==> src/rtl/twos_to_signmag_serial.sv <==
// Bit-serial two's-complement to sign-magnitude converter, LSB first, one bit per clock.
// Fixed latency with a start/busy/done handshake; the -2^(WIDTH-1) input saturates and flags ovf.
module twos_to_signmag_serial #(
    parameter int unsigned WIDTH = 32
) (
    input  logic             clk,
    input  logic             rst_n,
    input  logic             start,
    input  logic [WIDTH-1:0] tc_in,
    output logic             busy,
    output logic             done,
    output logic [WIDTH-1:0] sm_out,
    output logic             ovf
);

    localparam int unsigned CNT_W = $clog2(WIDTH);
    localparam logic [CNT_W-1:0] LAST_BIT = CNT_W'(WIDTH - 1);

    typedef enum logic [1:0] {
        IDLE = 2'd0,
        CONV = 2'd1,
        FIN  = 2'd2
    } state_t;

    state_t             state_q, state_d;
    logic [WIDTH-1:0]   shreg_q, shreg_d;
    logic [WIDTH-2:0]   mag_q, mag_d;
    logic [CNT_W-1:0]   cnt_q, cnt_d;
    logic               seen_one_q, seen_one_d;
    logic               sign_q, sign_d;
    logic               busy_q, busy_d;
    logic               done_q, done_d;
    logic [WIDTH-1:0]   sm_q, sm_d;
    logic               ovf_q, ovf_d;

    logic               cur_bit;
    logic               out_bit;
    logic [WIDTH-1:0]   mag_next;

    // Only the first WIDTH-1 output bits are stored; the last one is merged straight into the result.
    always_comb begin
        cur_bit  = shreg_q[0];
        out_bit  = cur_bit ^ (sign_q & seen_one_q);
        mag_next = {out_bit, mag_q};

        state_d    = state_q;
        shreg_d    = shreg_q;
        mag_d      = mag_q;
        cnt_d      = cnt_q;
        seen_one_d = seen_one_q;
        sign_d     = sign_q;
        busy_d     = busy_q;
        done_d     = 1'b0;
        sm_d       = sm_q;
        ovf_d      = ovf_q;

        case (state_q)
            IDLE: begin
                if (start) begin
                    state_d    = CONV;
                    shreg_d    = tc_in;
                    sign_d     = tc_in[WIDTH-1];
                    cnt_d      = '0;
                    seen_one_d = 1'b0;
                    busy_d     = 1'b1;
                end
            end
            CONV: begin
                shreg_d    = shreg_q >> 1;
                mag_d      = mag_next[WIDTH-1:1];
                seen_one_d = seen_one_q | cur_bit;
                cnt_d      = cnt_q + CNT_W'(1);
                if (cnt_q == LAST_BIT) begin
                    state_d = FIN;
                    done_d  = 1'b1;
                    ovf_d   = sign_q & mag_next[WIDTH-1];
                    sm_d    = (sign_q & mag_next[WIDTH-1]) ? '1
                                                           : {sign_q, mag_next[WIDTH-2:0]};
                end
            end
            FIN: begin
                state_d = IDLE;
                busy_d  = 1'b0;
            end
            default: begin
                state_d = IDLE;
                busy_d  = 1'b0;
            end
        endcase
    end

    always_ff @(posedge clk or negedge rst_n) begin
        if (!rst_n) begin
            state_q    <= IDLE;
            shreg_q    <= '0;
            mag_q      <= '0;
            cnt_q      <= '0;
            seen_one_q <= 1'b0;
            sign_q     <= 1'b0;
            busy_q     <= 1'b0;
            done_q     <= 1'b0;
            sm_q       <= '0;
            ovf_q      <= 1'b0;
        end else begin
            state_q    <= state_d;
            shreg_q    <= shreg_d;
            mag_q      <= mag_d;
            cnt_q      <= cnt_d;
            seen_one_q <= seen_one_d;
            sign_q     <= sign_d;
            busy_q     <= busy_d;
            done_q     <= done_d;
            sm_q       <= sm_d;
            ovf_q      <= ovf_d;
        end
    end

    assign busy   = busy_q;
    assign done   = done_q;
    assign sm_out = sm_q;
    assign ovf    = ovf_q;

endmodule

==> config.mk <==
export PLATFORM = sky130hd
export DESIGN_NAME = twos_to_signmag_serial
export DESIGN_NICKNAME = d
export VERILOG_FILES = /design/src/rtl/twos_to_signmag_serial.sv
export SDC_FILE = /design/constraint.sdc
export NUM_CORES = 1
export LEC_CHECK = 0
export ABC_CLOCK_PERIOD_IN_PS = 2700
export CAP_MARGIN = 40
export CELL_PAD_IN_SITES_DETAIL_PLACEMENT = 0
export CELL_PAD_IN_SITES_GLOBAL_PLACEMENT = 1
export CORE_MARGIN = 1
export CORE_UTILIZATION = 24
export DETAILED_ROUTE_END_ITERATION = 16
export GPL_ROUTABILITY_DRIVEN = 0
export PLACE_DENSITY = 0.5
export SYNTH_ARGS = -nofsm -noshare
export SYNTH_HDL_FRONTEND = slang
export SYNTH_SLANG_ARGS = --single-unit
==> constraint.sdc <==
create_clock -name clk -period 2.7 [get_ports clk]
set_input_delay 0.54 -clock clk [delete_from_list [all_inputs] [get_ports clk]]
set_output_delay 0.54 -clock clk [all_outputs]
set_load 0.01 [all_outputs]
# Yosys cells after proc, flatten, opt, wreduce, memory -nomap -nowiden
# Cells that the tools add are included.
# Widths: inputs -> output; s select.
# totals
register_bits	107
input_bits	35
output_inout_bits	35
# classes
addsub	1
eq_ne	4
muxes	14
n_bitwise	5
reduce_logical	7
# ops
operator	count
$mux 32	2
$pmux 32 s2	1
$pmux 5 s2	1
$reduce_and 2->1	5
$add 5x1->5 const B	1
$eq 5x5->1 const B	1
$mux 5	1
$mux 1	4
$mux 2	2
$ne 2x2->1 const B	2
$pmux 1 s2	2
$pmux 2 s2	1
$and 1x1->1	2
$eq 2x1->1 const B	1
$logic_not 2->1	1
$reduce_bool 2->1	1
$not 1->1	1
$or 1x1->1	1
$xor 1x1->1	1

# Logic depth before layout (Yosys ltp)
# Gate-level depths: netlist of run 1.
# depth
depth_word	4
ltp_mapped	8

# Worst setup path before layout of run 1
# No wires, ideal clock.
# synth_path
path_kind	reg-to-reg
start	register cnt_q[0]
end	register sm_q[10] (netlist: sm_out[10])
setup_ns	0.121
t_arrival_ns	1.497
required_time_ns	2.579
path_slack_ns	1.082
stages_incl_launch_ff	8
path_cell_list	dfrtp_1 ha_1 and3_1 ha_1 nand3b_2 inv_2 buf_2 o22a_1
# synth_between
elab_chain_cells	2
# synth_rtl
item	line_no	text
start: declaration	28	logic [CNT_W-1:0] cnt_q, cnt_d;
start signal: assignment	108	cnt_q <= cnt_d;
$eq 5x5->1	73	if (cnt_q == LAST_BIT) begin
$reduce_and 2->1 (no source line)	n/a	
end signal: assignment	113	sm_q <= sm_d;
end: declaration	33	logic [WIDTH-1:0] sm_q, sm_d;
# Every way passes these cells.
# A chain may end at the register's enable or synchronous reset.

# Worst setup path after layout of run 1
# layout_path
start	register cnt_q[0]
end	register sm_q[14] (netlist: sm_out[14])
# The elaborated chain is that of the path after synthesis.

==> results of run 1 <==
==> stage by stage <==
stage	cells	worst slack, ps	hold WS, ps	utilization (%)
floorplan	398	1082	244.4	-
global placement	673	701.7	461.2	29.77
detailed placement	673	591.2	470.0	29.77
CTS	689	734.6	220.5	31.66
global route	689	623.2	252.7	31.66
finish	689	777.9	207.1	31.66
==> cells in the final DEF (no fill, tap or decap), drive strengths merged <==
master	instances
nand3b	1
buf	11
o31ai	1
o21ai	36
o22a	31
bufinv	2
clkdlybuf4s50	68
a21oi	3
dfrtp	107
nor2b	3
nand3	2
xor2	1
clkinv	1
xnor2	1
ha	2
o311ai	1
a31oi	1
inv	6
o21bai	1
clkbuf	11
and3	1
mux2	2
nand2	128
nand2b	2
clkinvlp	1
a22oi	31
a22o	3
nor2	6
==> state kept, by name, indices dropped and copies added (netlist names) <==
name	count
sign_q	1
busy	1
sm_out	32
seen_one_q	1
ovf	1
shreg_q	32
cnt_q	5
state_q	2
mag_q	31
done	1
==> cells in the mapped netlist (3+ instances only) <==
cell type | instances | area share [%]
a22oi_1 | 31 | 5.5
o21ai_0 | 21 | 2.5
o22a_1 | 31 | 6.4
nor2b_1 | 3 | 0.44
buf_6 | 3 | 0.79
nor2_1 | 6 | 0.53
buf_2 | 10 | 1.2
buf_4 | 9 | 1.6
dfrtp_1 | 107 | 63
a22o_1 | 3 | 0.62
o21ai_1 | 14 | 1.6
a21oi_1 | 3 | 0.35
inv_1 | 4 | 0.35
nand2_1 | 128 | 11
clkbuf_1 | 7 | 0.62
==> report_power, final <==
| group | internal [mW] | leakage, nW | switching (mW) |
|---|---|---|---|
| combinational | 0.726 | 0.893 | 0.618 |
| sequential | 2.17 | 1.39 | 0.393 |
| clock | 0.844 | 0.156 | 0.603 |
==> per-layer routing <==
layer | GRT usage (%) | wire length, um | vias to the layer above
met5 | 0 | 0 | -
met4 | 4.120 | 144 | 0
met3 | 4.003 | 580 | 11
met2 | 17.55 | 4317 | 76
met1 | 14.84 | 4512 | 1494
li1 | - | - | 1483
==> critical path, delay by kind of cell (launching register included) <==
| family | cells | cell delay [ps] |
|---|---|---|
| buffers and inverters | 2 | 390 |
| AOI/OAI and AO/OA | 2 | 260 |
| DFF | 1 | 420 |
| and+or+nand+nor | 2 | 330 |
| adders and majority gates | 2 | 440 |
==> kinds of logic after synthesis <==
family | Yosys count | share of synthesized area [%]
muxes | 2 | 0.5281
and+or+nand+nor | 143 | 13.17
xor gates and xnor gates | 2 | 0.4109
AOI/OAI and AO/OA | 108 | 17.90
buffers and inverters | 34 | 4.607
adders and majority gates | 2 | 0.5868
DFF | 107 | 62.79
==> cell type report <==
type	instances	area [um^2]
fillers	1785	11820
flip-flops and latches	107	2678
multi-input cells	257	1395
repair buffers	79	775.7
well taps	225	281.5
clock buffers	11	242.7
clock inverters	5	85.08
inverters	5	18.77
==> worst min-delay path by stage <==
| stage | startpoint | endpoint |
|---|---|---|
| detailed placement | mag_q[0]$_DFFE_PN0P_ | mag_q[0]$_DFFE_PN0P_ |
| global route | rst_n | mag_q[19]$_DFFE_PN0P_ |
| CTS | rst_n | mag_q[19]$_DFFE_PN0P_ |
| global placement | shreg_q[13]$_DFFE_PN0P_ | shreg_q[13]$_DFFE_PN0P_ |
| floorplan | rst_n | busy$_DFFE_PN0P_ |
| finish | rst_n | sm_out[11]$_DFFE_PN0P_ |
==> run metrics, run 1 <==
Clock Root Buffer=clkbuf_16; Worst-Skew Late Latency=360 ps; fraction of layout cells with a size suffix above 1=7.328%; Reg2Reg Setup Slack=780 ps; clock transition at the registers of the reported paths=80 ps; Tcrit/Tclk final=71.19%; final global-route overflow total=0; P&R area growth vs syn=28.43%; die area=18300 um^2; Final Max Slew Viols=0; Yosys Warn Count=0; count of input and output buffers=69; largest stage delay on the critical path=420 ps; final setup vio count=0; Max Cap Violations=0; Setup CP Type=register to register; capture point of the worst path=sm_out[14]$_DFFE_PN0P_; CP startpoint kind=register; post-cts sizing count=0; Slew Limit Headroom=57.56%; Die Y=135.3 um; Hold WC Path Type=primary input to asynchronous set/reset pin; CTS tree=done; Syn Nets=435; leakage power=2.439 nW; I/O pins=70; Worst EP arrival=2210 ps; crit path from=cnt_q[0]$_DFFE_PN0P_; initial antenna violation count=0; crit path time final=1922 ps; Final #Nets=496; post-CTS setup buffer count=0; worst-path cell chain=ha_1 > and3_1 > ha_1 > nand3b_2 > inv_2 > o21ai_2 > buf_4 > o22a_1; worst r2r src=cnt_q[0]$_DFFE_PN0P_; Cell Area, Placed=5149 um^2; fmax=0.5203 GHz; Sink Count=107; reg2reg path depth=8; Yosys reg bits=107; via count of the first global-routing pass=3098; Main synth FF type=dfrtp_1; Via density=4.447; Seq/Total Area, Yosys=62.79%; Setup Skew=11.29 ps; Post-synth EDFFs=0; worst-case clock buffer depth=2; FFs w/ async S/R, synth=100.0%; Slowest cell on crit path=dfrtp_1; hold buffers post-CTS=0; fin area=5477 um^2; pin count of the biggest net entering global routing=49; initial core utilization=24.65%; core area=17300 um^2; first-pass GRT wire length=16040 um; Die W=135.3 um; # DRC=0; most frequent CP cell=ha_1; run status=finished, final reports clean; final wirelength=9554 um; Worst R2R End=sm_out[14]$_DFFE_PN0P_; Pwr Total=5.356 mW; RSZ-0062 raised after global routing=false; routed vias=3064; ANT nets after route=0; drt pass-1 iters=4; Num CTS Buffers=9; cell row count=48; drt first-iter violations=110; power per cell area=978.0 nW/um^2; Worst Max-Slew Pin Slew=636.7 ps; IR drop worst, VDD=0.3372 mV; Post-Syn Area=4264 um^2; post-synthesis cell count=398; Req. time, crit path=2990 ps; post-DP HPWL=5942 um; largest fanout on the critical path=31; Avg WL per Cell=13.87 um; Ant. Diodes=0; syn avg cell area=10.71 um^2; sum of negative setup slack=0 ps; Synth cell types=29; Crit. End Element=register; final hold vios=0; H-tree Lvls=3; gr usage total=11.44%
Note: power is estimated with default switching activity, not from simulation.
==> run 2: changes to the inputs <==
--- a/config.mk
+++ b/config.mk
@@ -5,7 +5,7 @@
 export SDC_FILE = /design/constraint.sdc
 export NUM_CORES = 1
 export LEC_CHECK = 0
-export ABC_CLOCK_PERIOD_IN_PS = 2700
+export ABC_CLOCK_PERIOD_IN_PS = 2000
 export CAP_MARGIN = 40
 export CELL_PAD_IN_SITES_DETAIL_PLACEMENT = 0
 export CELL_PAD_IN_SITES_GLOBAL_PLACEMENT = 1
==> constraint.sdc (replaced) <==
create_clock -name clk -period 2 [get_ports clk]
set_input_delay 0.4 -clock clk [delete_from_list [all_inputs] [get_ports clk]]
set_output_delay 0.4 -clock clk [all_outputs]
set_load 0.01 [all_outputs]
==> run 2 against run 1 <==
Against the previous run: routed wire length grew 0.91%; combinational power grew 40%; total power grew 33%; first-iteration DRC count shrank 6.4%; clock power grew 22%; global-route usage grew 0.58 points; final area grew 1.1%; non-clock buffer count grew 7; sequential cell count is the same; sequential power grew 35%; die area is the same; critical path depth is the same.
==> run metrics, run 2 (synthesis gave the netlist of run 1 again) <==
run status=finished, final reports clean (unchanged); post-DP HPWL=6256 um (was 5942 um); Die Y=135.3 um (unchanged); commonest non-fill, non-tap cell in the layout=nand2_1 (unchanged); first-pass GRT wire length=16840 um (was 16040 um); Clock Root Buffer=clkbuf_16 (unchanged); P&R area growth vs syn=29.84% (was 28.43%); gr usage total=12.03% (was 11.44%); placed cells=679 (was 673); Layout Utilization=32.01% (was 31.66%); initial core utilization=24.65% (unchanged); worst-case clock buffer depth=2 (unchanged); fraction of layout cells with a size suffix above 1=8.493% (was 7.328%); core area=17300 um^2 (unchanged); fin area=5537 um^2 (was 5477 um^2); RSZ-0062 raised after global routing=false (unchanged); clock network power share=24.9% (was 27.0%); CTS tree=done (unchanged); Via density=4.428 (was 4.447); Ant. Diodes=0 (unchanged); via count of the first global-routing pass=3121 (was 3098); Slew Limit Headroom=61.37% (was 57.56%); Worst Max-Slew Pin Slew=579.4 ps (was 636.7 ps); pin count of the biggest net entering global routing=42 (was 49); most frequent cells in the layout=nand2_1, dfrtp_1, clkdlybuf4s50_1 (unchanged); final cell count without fillers=696 (was 689); Req. time, crit path=2290 ps (was 2990 ps); sum of negative setup slack=0 ps (unchanged); post-cts sizing count=0 (unchanged); Final Max Slew Viols=0 (unchanged); sw frac=30.31% (was 30.13%); Flop pwr share=48.8% (was 47.9%); # DRC=0 (unchanged); post-CTS setup buffer count=0 (unchanged); ANT nets after route=0 (unchanged); final setup vio count=0 (unchanged); Num CTS Buffers=9 (unchanged); Die W=135.3 um (unchanged); Worst-Skew Late Latency=350 ps (was 360 ps); final global-route overflow total=0 (unchanged); drt first-iter violations=103 (was 110); count of input and output buffers=69 (unchanged); largest fanout on the critical path=31 (unchanged); routed vias=3082 (was 3064); Max Cap Violations=0 (unchanged); Sink Count=107 (unchanged); combinational power share=26.3% (was 25.1%); Avg WL per Cell=13.85 um (was 13.87 um); fmax=0.5653 GHz (was 0.5203 GHz); worst hold margin=484.1 ps (was 207.1 ps); I/O pins=70 (unchanged); cell row count=48 (unchanged); H-tree Lvls=3 (unchanged); crit path time final=1769 ps (was 1922 ps); power per cell area=1283 nW/um^2 (was 978.0 nW/um^2); Setup Skew=7.254 ps (was 11.29 ps); Crit. End Element=register (unchanged); IR drop worst, VDD=0.4626 mV (was 0.3372 mV); Pint=4.952 mW (was 3.742 mW); Tcrit/Tclk final=88.44% (was 71.19%); clock transition at the registers of the reported paths=70 ps (was 80 ps); CP startpoint kind=register (unchanged); initial antenna violation count=0 (unchanged); final hold vios=0 (unchanged); Final #Nets=503 (was 496); Worst EP arrival=2060 ps (was 2210 ps); drt pass-1 iters=4 (unchanged); leakage power=2.474 nW (was 2.439 nW); Setup CP Type=register to register (unchanged); Hold WC Path Type=register to register (was primary input to asynchronous set/reset pin); die area=18300 um^2 (unchanged); Cell Area, Placed=5231 um^2 (was 5149 um^2); Switching Power=2.153 mW (was 1.614 mW); final wirelength=9641 um (was 9554 um)
[run 2: changes by cell type in the layout (fill, tap and decap cells not counted), sizes merged]
cell	before	now
buf	11	17
clkinv	1	3
bufinv	2	1
dlygate4sd3	0	1
inv	6	5
[run 2: cell type report]
cell class | count | area [um^2]
clock inverters | 5 | 52.55
multi-input cells | 257 | 1395
well taps | 225 | 281.5
repair buffers | 86 | 868.3
inverters | 5 | 18.77
fillers | 1778 | 11760
clock buffers | 11 | 242.7
flip-flops and latches | 107 | 2678
[run 2: worst max-delay path, stage by stage, from the launching register on]
cell      delay [ps]
dfrtp_1          410
ha_1             230
and3_1           190
ha_1             210
nand3b_2         140
inv_2             80
o21ai_2           80
buf_12           210
o22a_1           160
[run 2: what timing repair did]
action,CTS,global route
setup endpoints to repair,0,0
endpoints found under the hold margin,24,0
hold buffers,1,0
[run 2: path summary, 6_finish.rpt]
kind / start / cells past startpoint / slack, ps / to
max reg2reg: cnt_q[0]$_DFFE_PN0P_ / 8 / 230 / sm_out[26]$_DFFE_PN0P_
min in group asynchronous: rst_n / 2 / 510 / sm_out[14]$_DFFE_PN0P_
max: cnt_q[0]$_DFFE_PN0P_ / 8 / 230 / sm_out[26]$_DFFE_PN0P_
max in group asynchronous: rst_n / 3 / 920 / seen_one_q$_DFFE_PN0P_
min: shreg_q[10]$_DFFE_PN0P_ / 2 / 480 / shreg_q[10]$_DFFE_PN0P_
min reg2reg: shreg_q[10]$_DFFE_PN0P_ / 2 / 480 / shreg_q[10]$_DFFE_PN0P_
[run 2: metal layers]
layer | track usage, % | routed length, um
met2 | 18.80 | 4406
met5 | 0 | 0
met3 | 3.517 | 424
met1 | 15.60 | 4647
met4 | 4.682 | 162
[run 2: metrics by stage]
stage	power (mW)	setup WS, ps
2_1_floorplan	4.556	382.0
3_5_place_dp	5.432	195.1
3_3_place_gp	5.380	243.0
4_1_cts	7.262	203.3
5_1_grt	7.641	78.59
6_report	7.105	231.1
[run 2: power by group through the flow]
stage	combinational [mW]	sequential [mW]	clock, mW
floorplan	1.11	3.45	0
global placement	1.88	3.50	0
detailed placement	1.92	3.51	0
CTS	1.92	3.48	1.86
global route	2.11	3.58	1.94
finish	1.87	3.47	1.77
==> run 3: changes to the inputs <==
--- a/config.mk
+++ b/config.mk
@@ -9,6 +9,7 @@
 export CAP_MARGIN = 40
 export CELL_PAD_IN_SITES_DETAIL_PLACEMENT = 0
 export CELL_PAD_IN_SITES_GLOBAL_PLACEMENT = 1
+export CORE_ASPECT_RATIO = 2
 export CORE_MARGIN = 1
 export CORE_UTILIZATION = 24
 export DETAILED_ROUTE_END_ITERATION = 16
==> run 3 against run 2 <==
Against the previous run: utilization decreased by 0.23 points; register-to-register slack about the same; die area increased by 0.17%; sequential share of layout area increased by 0.19 points; worst setup slack improved by 7.2 ps; non-clock buffer count increased by 1; fmax increased by 0.41%; sequential power about the same; hold slack got worse by 1.8 ps; cell count decreased by 2.0%; critical path depth decreased by 1; global-route usage increased by 0.22 points; largest power group unchanged.
==> run metrics, run 3 (synthesis gave the netlist of run 1 again) <==
run status=finished, final reports clean (unchanged); Flop pwr share=49.2% (was 48.8%); Setup CP Type=register to register (unchanged); Final Max Slew Viols=0 (unchanged); Tcrit/Tclk final=88.08% (was 88.44%); reg2reg path depth=7 (was 8); final wirelength=10300 um (was 9641 um); pin count of the biggest net entering global routing=36 (was 42); via count of the first global-routing pass=3273 (was 3121); Worst EP arrival=1990 ps (was 2060 ps); Sink Count=107 (unchanged); Crit path depth=7 (was 8); multi-input logic area=1395 um^2 (unchanged); cell count of the worst hold path=2 (unchanged); worst-path cell chain=ha_1 > and3_1 > ha_1 > nand3b_2 > inv_2 > buf_4 > o22a_1 (was ha_1 > and3_1 > ha_1 > nand3b_2 > inv_2 > o21ai_2 > buf_12 > o22a_1); leakage power=2.473 nW (was 2.474 nW); Ant. Diodes=0 (unchanged); worst hold margin=482.3 ps (was 484.1 ps); worst-case clock buffer depth=2 (unchanged); hold buffers post-CTS=1 (unchanged); first-pass GRT wire length=16990 um (was 16840 um); Worst-Skew Late Latency=350 ps (about the same); power per cell area=1282 nW/um^2 (was 1283 nW/um^2); Setup Skew=7.287 ps (was 7.254 ps); commonest non-fill, non-tap cell in the layout=nand2_1 (unchanged); I/O pins=70 (unchanged); Hold WC Path Type=register to register (unchanged); RSZ-0062 raised after global routing=false (unchanged); Max Cap Violations=0 (unchanged); cell row count=68 (was 48); drt first-iter violations=89 (was 103); IR drop worst, VDD=0.5446 mV (was 0.4626 mV); drt pass-1 iters=4 (unchanged); final global-route overflow total=0 (unchanged); Final #Nets=504 (was 503); sw frac=31.61% (was 30.31%); clock network power share=24.3% (was 24.9%); Worst Max-Slew Pin Slew=447.3 ps (was 579.4 ps); CP startpoint kind=register (unchanged); H-tree Lvls=3 (unchanged); Pint=4.836 mW (was 4.952 mW); fmax=0.5676 GHz (was 0.5653 GHz); gr usage total=12.25% (was 12.03%); initial core utilization=24.57% (was 24.65%); ANT nets after route=0 (unchanged); Die W=96.25 um (was 135.3 um); largest fanout on the critical path=20 (was 31); Switching Power=2.235 mW (was 2.153 mW); post-CTS setup buffer count=0 (unchanged); crit path time final=1762 ps (was 1769 ps); Die Y=190.5 um (was 135.3 um); storage element area=2678 um^2 (unchanged); final hold vios=0 (unchanged); largest stage delay on the critical path=410 ps (about the same); Slew Limit Headroom=70.18% (was 61.37%); Via density=4.598 (was 4.428); routed vias=3136 (was 3082); CTS tree=done (unchanged); Clock Root Buffer=clkbuf_16 (unchanged); Buffers & Inverters on Critical Path=2 (unchanged); P&R area growth vs syn=29.34% (was 29.84%); cell family with most CP delay=adder cells (unchanged); post-DP HPWL=7017 um (was 6256 um); combinational power share=26.5% (was 26.3%); count of input and output buffers=69 (unchanged); fraction of layout cells with a size suffix above 1=8.898% (was 8.493%); most frequent cells in the layout=nand2_1, dfrtp_1, clkdlybuf4s50_1 (unchanged); Num CTS Buffers=9 (unchanged); Avg WL per Cell=15.10 um (was 13.85 um); most frequent CP cell=ha_1 (unchanged); initial antenna violation count=0 (unchanged); # DRC=0 (unchanged); clock transition at the registers of the reported paths=70 ps (about the same); Slowest cell on crit path=dfrtp_1 (unchanged); Crit. End Element=register (unchanged); core area=17360 um^2 (was 17300 um^2); post-cts sizing count=0 (unchanged); die area=18340 um^2 (was 18300 um^2); final setup vio count=0 (unchanged); Req. time, crit path=2230 ps (was 2290 ps); sum of negative setup slack=0 ps (unchanged); Fillers=1850 (was 1778)
-- run 3: changes by cell type in the layout (fill, tap and decap cells not counted) --
cell,change
inv_6,+3
clkinv_2,-2
buf_4,+1
bufinv_16,-1
clkbuf_1,-1
clkinvlp_4,+1
-- run 3: power by group through the flow --
| stage | Combinational [mW] | Sequential, mW | Clock [mW] |
|---|---|---|---|
| global placement | 1.87 | 3.52 | 0 |
| CTS | 1.93 | 3.50 | 1.79 |
| finish | 1.87 | 3.48 | 1.72 |
| detailed placement | 1.92 | 3.54 | 0 |
| floorplan | 1.11 | 3.45 | 0 |
| global route | 2.13 | 3.60 | 1.87 |
-- run 3: worst paths after layout --
| check | startpoint | endpoint | slack, ps |
|---|---|---|---|
| min reg2reg | mag_q[0]$_DFFE_PN0P_ | mag_q[0]$_DFFE_PN0P_ | 480 |
| min | mag_q[0]$_DFFE_PN0P_ | mag_q[0]$_DFFE_PN0P_ | 480 |
| max in group asynchronous | rst_n | shreg_q[26]$_DFFE_PN0P_ | 890 |
| max | cnt_q[0]$_DFFE_PN0P_ | sm_out[18]$_DFFE_PN0P_ | 240 |
| max reg2reg | cnt_q[0]$_DFFE_PN0P_ | sm_out[18]$_DFFE_PN0P_ | 240 |
| min in group asynchronous | rst_n | sm_out[13]$_DFFE_PN0P_ | 510 |
-- run 3: final cells by class --
class,instances,share of cell area (%)
clock buffer,10,4.333
clock inverter,6,0.8394
inverter,5,0.3403
multi-input combinational,257,25.29
sequential,107,48.55
tap,210,4.764
timing repair buffer,87,15.88
-- run 3: worst reg2reg max path, delay by kind of cell (launching register included) --
kind / cells / cell delay [ps]
flip-flops: 1 / 410
buffers and inverters: 2 / 280
adder cells (fa/ha/maj): 2 / 420
AND/OR/NAND/NOR: 2 / 320
AO/OA/AOI/OAI: 1 / 230
-- run 3: metal layers --
| metal | vias to the layer above | share of wire [%] | global-route usage, % |
|---|---|---|---|
| met2 | 56 | 55 | 22.50 |
| met3 | 9 | 3.0 | 2.193 |
| met1 | 1565 | 40 | 13.59 |
| li1 | 1506 | - | - |
| met5 | - | 0 | 0 |
| met4 | 0 | 1.6 | 4.478 |
-- run 3: per-stage QoR --
stage | util (%) | power, mW | instances | cell area [um^2] | setup WS, ps
after floorplan | - | 4.556 | 398 | 4264 | 382.0
after CTS | 31.78 | 7.220 | 682 | 5515 | 225.8
final | 31.78 | 7.071 | 682 | 5515 | 238.3
after global routing | 31.78 | 7.601 | 682 | 5515 | 125.9
after detailed placement | 30.08 | 5.465 | 665 | 5220 | 226.5
after global placement | 30.08 | 5.394 | 665 | 5220 | 243.0
==> RTL change 1, RTL diff (settings of run 3) <==
Make the reset (`rst_n`) synchronous in one clocked block.
--- a/src/rtl/twos_to_signmag_serial.sv
+++ b/src/rtl/twos_to_signmag_serial.sv
@@ -90,5 +90,5 @@
     end
 
-    always_ff @(posedge clk or negedge rst_n) begin
+    always_ff @(posedge clk) begin
         if (!rst_n) begin
             state_q    <= IDLE;
Behaviour: differs if rst_n is asserted again (counterexample within 4 cycles, from zero or initial values and one cycle with rst_n low); with rst_n held inactive, the same outputs for 10 cycles.
==> RTL change 1 against run 3 <==
Final area fell by 1.2%; fmax fell by 2.1%; routed wire length rose by 3.4%; sequential cell count did not move; worst hold slack got worse by 20 ps; synthesized area fell by 1.7%; setup slack got worse by 38 ps; highest routed layer unchanged.
Power is not compared: it rests on default switching activity, and its combinational part moved more than twofold at a synthesized area within 25%.
==> RTL change 1: results (changes against run 3) <==
* # H-tree levels: 3 (unchanged)
* Input/output buffers: 69 (unchanged)
- Clock buffer count from CTS: 9 (unchanged)
- Number of unique standard cell types used by synthesis: 38 (+31%)
* Largest net degree at the start of global routing: 38 (+5.6%)
- On the critical path, the stage with the largest delay is an instance of dfxtp_1.
- Combined global-route utilization of all metal layers: 0.1244 (+0.001886)
- Number of DRC markers in iteration 0: 123 (+38%)
- CP max stage delay: 340 ps (-70 ps)
- Final net count: 506 (+0.40%)
* Global-route wire length before repair: 17,240 um (+1.5%)
- Clock slew seen by the registers of the worst setup and hold paths: about 80 ps
- The worst-case setup slack after placement came to 68.42 ps (-158.1 ps).
- The post-CTS setup-driven buffer insertion count was 0 (unchanged).
* Predominant post-synthesis flop cell: dfxtp_1
* Total number of vias: 3,205 (+2.2%)
- The latest clock arrival within the worst-skew pair is 350 ps (about the same).
- Top cells by area, synth: dfxtp_1 (51%), o221a_1 (8.1%), o221ai_2 (6.4%)
- Kind of cell adding the most delay to the critical path: simple AND/OR/NAND/NOR gates
- The final setup skew came to 9.027 ps (+1.740 ps).
- The filler cell count is 1,806 (-2.4%).
- Top fanout value on the critical path: 16 (-20%)
- The via count of the first global-routing pass is 3,331 (+1.8%).
- In this run the worst hold path is classified as reg -> reg.
- Synth top cells by count: dfxtp_1 (107), nand2_1 (67), nor2_1 (56), o221a_1 (30), a21boi_1 (21)
- The number of optimization iterations in the first detailed-route pass is 4 (unchanged).
- Diode insertion count for antenna repair: 0 (unchanged)
* Critical path arrival: 2040 ps (+50 ps)
* Outcome: finished clean
* Antenna violations before repair: 0 (unchanged)
- HPWL after detailed placement: 6920 um (-1.4%)
* Slew at the pin with the worst max-slew slack: 481.3 ps (+33.98 ps)
- Static Leak: about 0.0019 uW
- The routed wire length was 10,650 um (+3.4%).
- Layout cell share with drive strength beyond 1: 0.1329 (+0.04393)
- Buffer depth of the longest clock path: 2 (unchanged)
- Peak VDD IR: 0.0003559 V
- # setup viols final: 0 (unchanged)
- The async set or reset register ratio after synthesis was 0 (-1.000).
* Register area share after synthesis: 0.5110 (-0.1169)
- Clock Tree Root: clkbuf_16
- YS warnings: 0 (unchanged)
- The synthesized netlist net count came to 451 (+3.7%).
==> RTL change 1: changes by cell type after synthesis, sizes merged, moves of 33 or more <==
cell,before,now
o221a,0,39
a21boi,0,34
nor2,6,56
dfxtp,0,107
o21ai,36,3
dfrtp,107,0
nand2,128,67
==> RTL change 1: power breakdown <==
group | total [uW] | switching [uW] | internal, uW | leakage, uW
logic | 431 | 215 | 216 | 0.000869
clock network | 1900 | 868 | 1040 | 0.000158
registers | 2260 | 54.8 | 2200 | 0.000871
total | 4590 | 1140 | 3460 | 0.00190
==> RTL change 1: routing by layer <==
metal | GRT usage | part of all wire | vias to the layer above
met5 | 0 | 0 | -
met4 | 0.05109 | 0.018 | 0
met3 | 0.02450 | 0.042 | 11
met2 | 0.2239 | 0.52 | 55
met1 | 0.1384 | 0.42 | 1545
li1 | - | - | 1594
==> RTL change 1: cells by family after synthesis <==
family,count (synthesis),synth area share
fa+ha+maj,2,0.005969
compound gates,115,0.2752
buf+inv,42,0.05642
mux,2,0.004776
xor+xnor,2,0.004180
simple gates,144,0.1424
flops,107,0.5110
==> RTL change 1: final cells by class <==
type                       instances  area (um^2)  share of cell area
multi-input combinational        265         1819              0.3338
clock buffer                      10        239.0             0.04385
tap                              210        262.8             0.04821
clock inverter                     6        78.83             0.01446
timing repair buffer              84        900.9              0.1653
inverter                           2        7.507            0.001377
sequential                       107         2142              0.3930
==> RTL change 1: through the flow <==
step,total power (uW),area (um^2),std cells
6_report,4593,5450,684
3_3_place_gp,2748,5131,668
5_1_grt,4798,5450,684
4_1_cts,4678,5449,684
2_1_floorplan,2574,4192,414
3_5_place_dp,2751,5131,668
==> RTL change 1: worst min-delay path, delay by kind of cell (launching register included) <==
kind,cells,cell delay (ps)
DFF,1,310
AOI/OAI and AO/OA,1,60
and+or+nand+nor,1,50
==> RTL change 1: timing repair <==
item,4_1_cts,5_1_grt
hold buffers,0,0
resized for setup,0,1
setup endpoints to repair,0,4
==> RTL change 1: final timing paths <==
path	start	endpoint	slack, ps	cells past startpoint
max	cnt_q[0]$_SDFFE_PN0P_	sm_out[0]$_SDFFE_PN0P_	200	6
min	ovf$_SDFFE_PN0P_	ovf$_SDFFE_PN0P_	460	2
max reg2reg	cnt_q[0]$_SDFFE_PN0P_	sm_out[0]$_SDFFE_PN0P_	200	6
min reg2reg	ovf$_SDFFE_PN0P_	ovf$_SDFFE_PN0P_	460	2
==> RTL change 2, RTL diff (settings of run 3) <==
Made on the original files. Encoding of `state_t`: now one-hot (3 bits for 3 states).
--- a/src/rtl/twos_to_signmag_serial.sv
+++ b/src/rtl/twos_to_signmag_serial.sv
@@ -17,8 +17,8 @@
     localparam logic [CNT_W-1:0] LAST_BIT = CNT_W'(WIDTH - 1);
 
-    typedef enum logic [1:0] {
-        IDLE = 2'd0,
-        CONV = 2'd1,
-        FIN  = 2'd2
+    typedef enum logic [2:0] {
+        IDLE = 3'b001,
+        CONV = 3'b010,
+        FIN  = 3'b100
     } state_t;
 
Formal check against the unedited RTL: no difference found for any inputs over 10 cycles, from zero or initial values and one cycle with rst_n low; not proved beyond that.
==> RTL change 2 against run 3 <==
Largest cell class unchanged; combinational power is 17% lower; final area is 3.6% higher; power down 10%; setup slack worse by 17 ps; sequential cell count increased by 1; routed wire length is 6.7% higher; global-route usage up 0.19 points; synthesized area rose by 4.2%; the run now ends with design-rule violations left; fmax decreased by 0.95%.
==> RTL change 2: results (changes against run 3) <==
- The number of standard cells after synthesis is 428 (+7.5%).
- Type of the worst min-delay path: in -> async
- Antenna violations before repair: 0 (unchanged)
* Total placed instance area: 0.005413 mm^2 (+3.7%)
- The detailed-placement wirelength estimate came to 7277 um (+3.7%).
* Standard cell with the maximum stage delay on the critical path: dfrtp_1
- Global-route wire length before repair: 18,330 um (+7.9%)
- The filler cell count is 1,936 (+4.6%).
- DRC violations left: 3 (+3)
* Worst slack after detailed placement: 195.6 ps (-30.88 ps)
- Counting instances in the post-synthesis netlist gives the leading cell types as nand2_1 (122), dfrtp_1 (107), nor2_1 (39), a2bb2oi_1 (31), a22oi_1 (23).
* Number of DRC markers in iteration 0: 109 (+22%)
* Peak VDD IR: 0.0004621 V (-15%)
- Cell count after placement: 696 (+4.7%)
* Final Hold Slack: 7.944 ps (-474.4 ps)
* CTS resizes: 0 (unchanged)
* Final Skew: 8.501 ps (+1.214 ps)
- Kind of cell adding the most delay to the critical path: simple AND/OR/NAND/NOR gates
- Number of unique standard cell types used by synthesis: 35 (+21%)
- Layout cell share with drive strength beyond 1: 0.1028 (+0.01384)
* Post-layout minimum cycle time: 1779 ps (+16.94 ps)
* Clock buffer count from CTS: 9 (unchanged)
* Top fanout value on the critical path: 11 (-45%)
* Routed vias/inst: 4.591 (-0.15%)
- The final-report max-slew violation count is 0 (unchanged).
- CP max stage delay: 410 ps (about the same)
- Static Leak: 0.002788 uW (+13%)
- Largest net degree at the start of global routing: 41 (+14%)
* Buffer depth of the longest clock path: 2 (unchanged)
- Via count of the first global-routing pass: 3,540 (+8.2%)
- Top cells by area, synth: dfrtp_1 (60%), nand2_1 (10%), a2bb2oi_1 (6.1%)
- The Yosys warning count is 0 (unchanged).
- The checks that failed: design-rule violations.
- Outcome: complete, but fails checks
* Total setup buffers inserted after CTS: 0 (unchanged)
- Register area share after synthesis: 0.6084 (-0.01954)
* WL/cell: 15.44 um (+2.2%)
- Slew at the pin with the worst max-slew slack: 496.5 ps (+49.15 ps)
* Predominant post-synthesis flop cell: dfrtp_1
- The register-to-register setup slack is 220 ps (-20 ps).
* Total number of vias: 3,269 (+4.2%)
- Clock Tree Root: clkbuf_16
- The count of input and output buffers was 69 (unchanged).
- Clock slew seen by the registers of the worst setup and hold paths: 70 ps (about the same)
- The internal portion of total power is 4266 uW (-12%).
- Final net count: 528 (+4.8%)
- Share of flip-flops with an asynchronous set or reset: 1.000 (unchanged)
- The synthesized netlist net count is 465 (+6.9%).
- The utilization after layout is 0.3137 (-0.004026).
* First-pass iteration count of the detailed router: 12 (+8)
- Clock network latency to the later pin of the worst-skew pair: 350 ps (about the same)
* # H-tree levels: 3 (unchanged)
- The combined global-route utilization of all metal layers was 0.1244 (+0.001881).
- Diode insertion count for antenna repair: 0 (unchanged)
==> RTL change 2: area by class of cell <==
type / instances / share of cell area
Tap cell: 216 / 0.04729
Sequential cell: 108 / 0.4731
Multi-Input combinational cell: 284 / 0.2723
Inverter: 3 / 0.001970
Timing Repair Buffer: 85 / 0.1524
Clock buffer: 11 / 0.04247
Clock inverter: 5 / 0.01051
==> RTL change 2: logic make-up after synthesis <==
group	Yosys count	share of synthesized area
and+or+nand+nor	204	0.2033
adders and majority gates	2	0.005630
muxes	2	0.004786
buffers and inverters	36	0.04504
DFF	108	0.6084
AOI/OAI and AO/OA	74	0.1289
xor gates and xnor gates	2	0.003942
==> RTL change 2: worst paths after layout <==
kind | start | end | cells after the start
worst max-delay path | cnt_q[0]$_DFFE_PN0P_ | sm_out[24]$_DFFE_PN0P_ | 7
worst min-delay path | rst_n | sm_out[17]$_DFFE_PN0P_ | 1
worst max register to register | cnt_q[0]$_DFFE_PN0P_ | sm_out[24]$_DFFE_PN0P_ | 7
worst min register to register | mag_q[0]$_DFFE_PN0P_ | mag_q[0]$_DFFE_PN0P_ | 2
max in group asynchronous | rst_n | state_q[0]$_DFFE_PN1P_ | 2
min in group clk | mag_q[0]$_DFFE_PN0P_ | mag_q[0]$_DFFE_PN0P_ | 2
==> RTL change 2: power groups by stage <==
stage               clock (uW)  sequential, uW  combinational [uW]
floorplan                    0            2910                1140
detailed placement           0            3020                1600
global placement             0            3010                1570
finish                    1840            2970                1550
CTS                       1920            2980                1600
global route              1990            3030                1750
==> RTL change 2: metal layers <==
metal / vias to the layer above / share of wire / track usage
met5: - / 0 / 0
met4: 0 / 0.021 / 0.05638
met3: 11 / 0.026 / 0.02014
met2: 60 / 0.56 / 0.2394
met1: 1617 / 0.39 / 0.1287
li1: 1581 / - / -
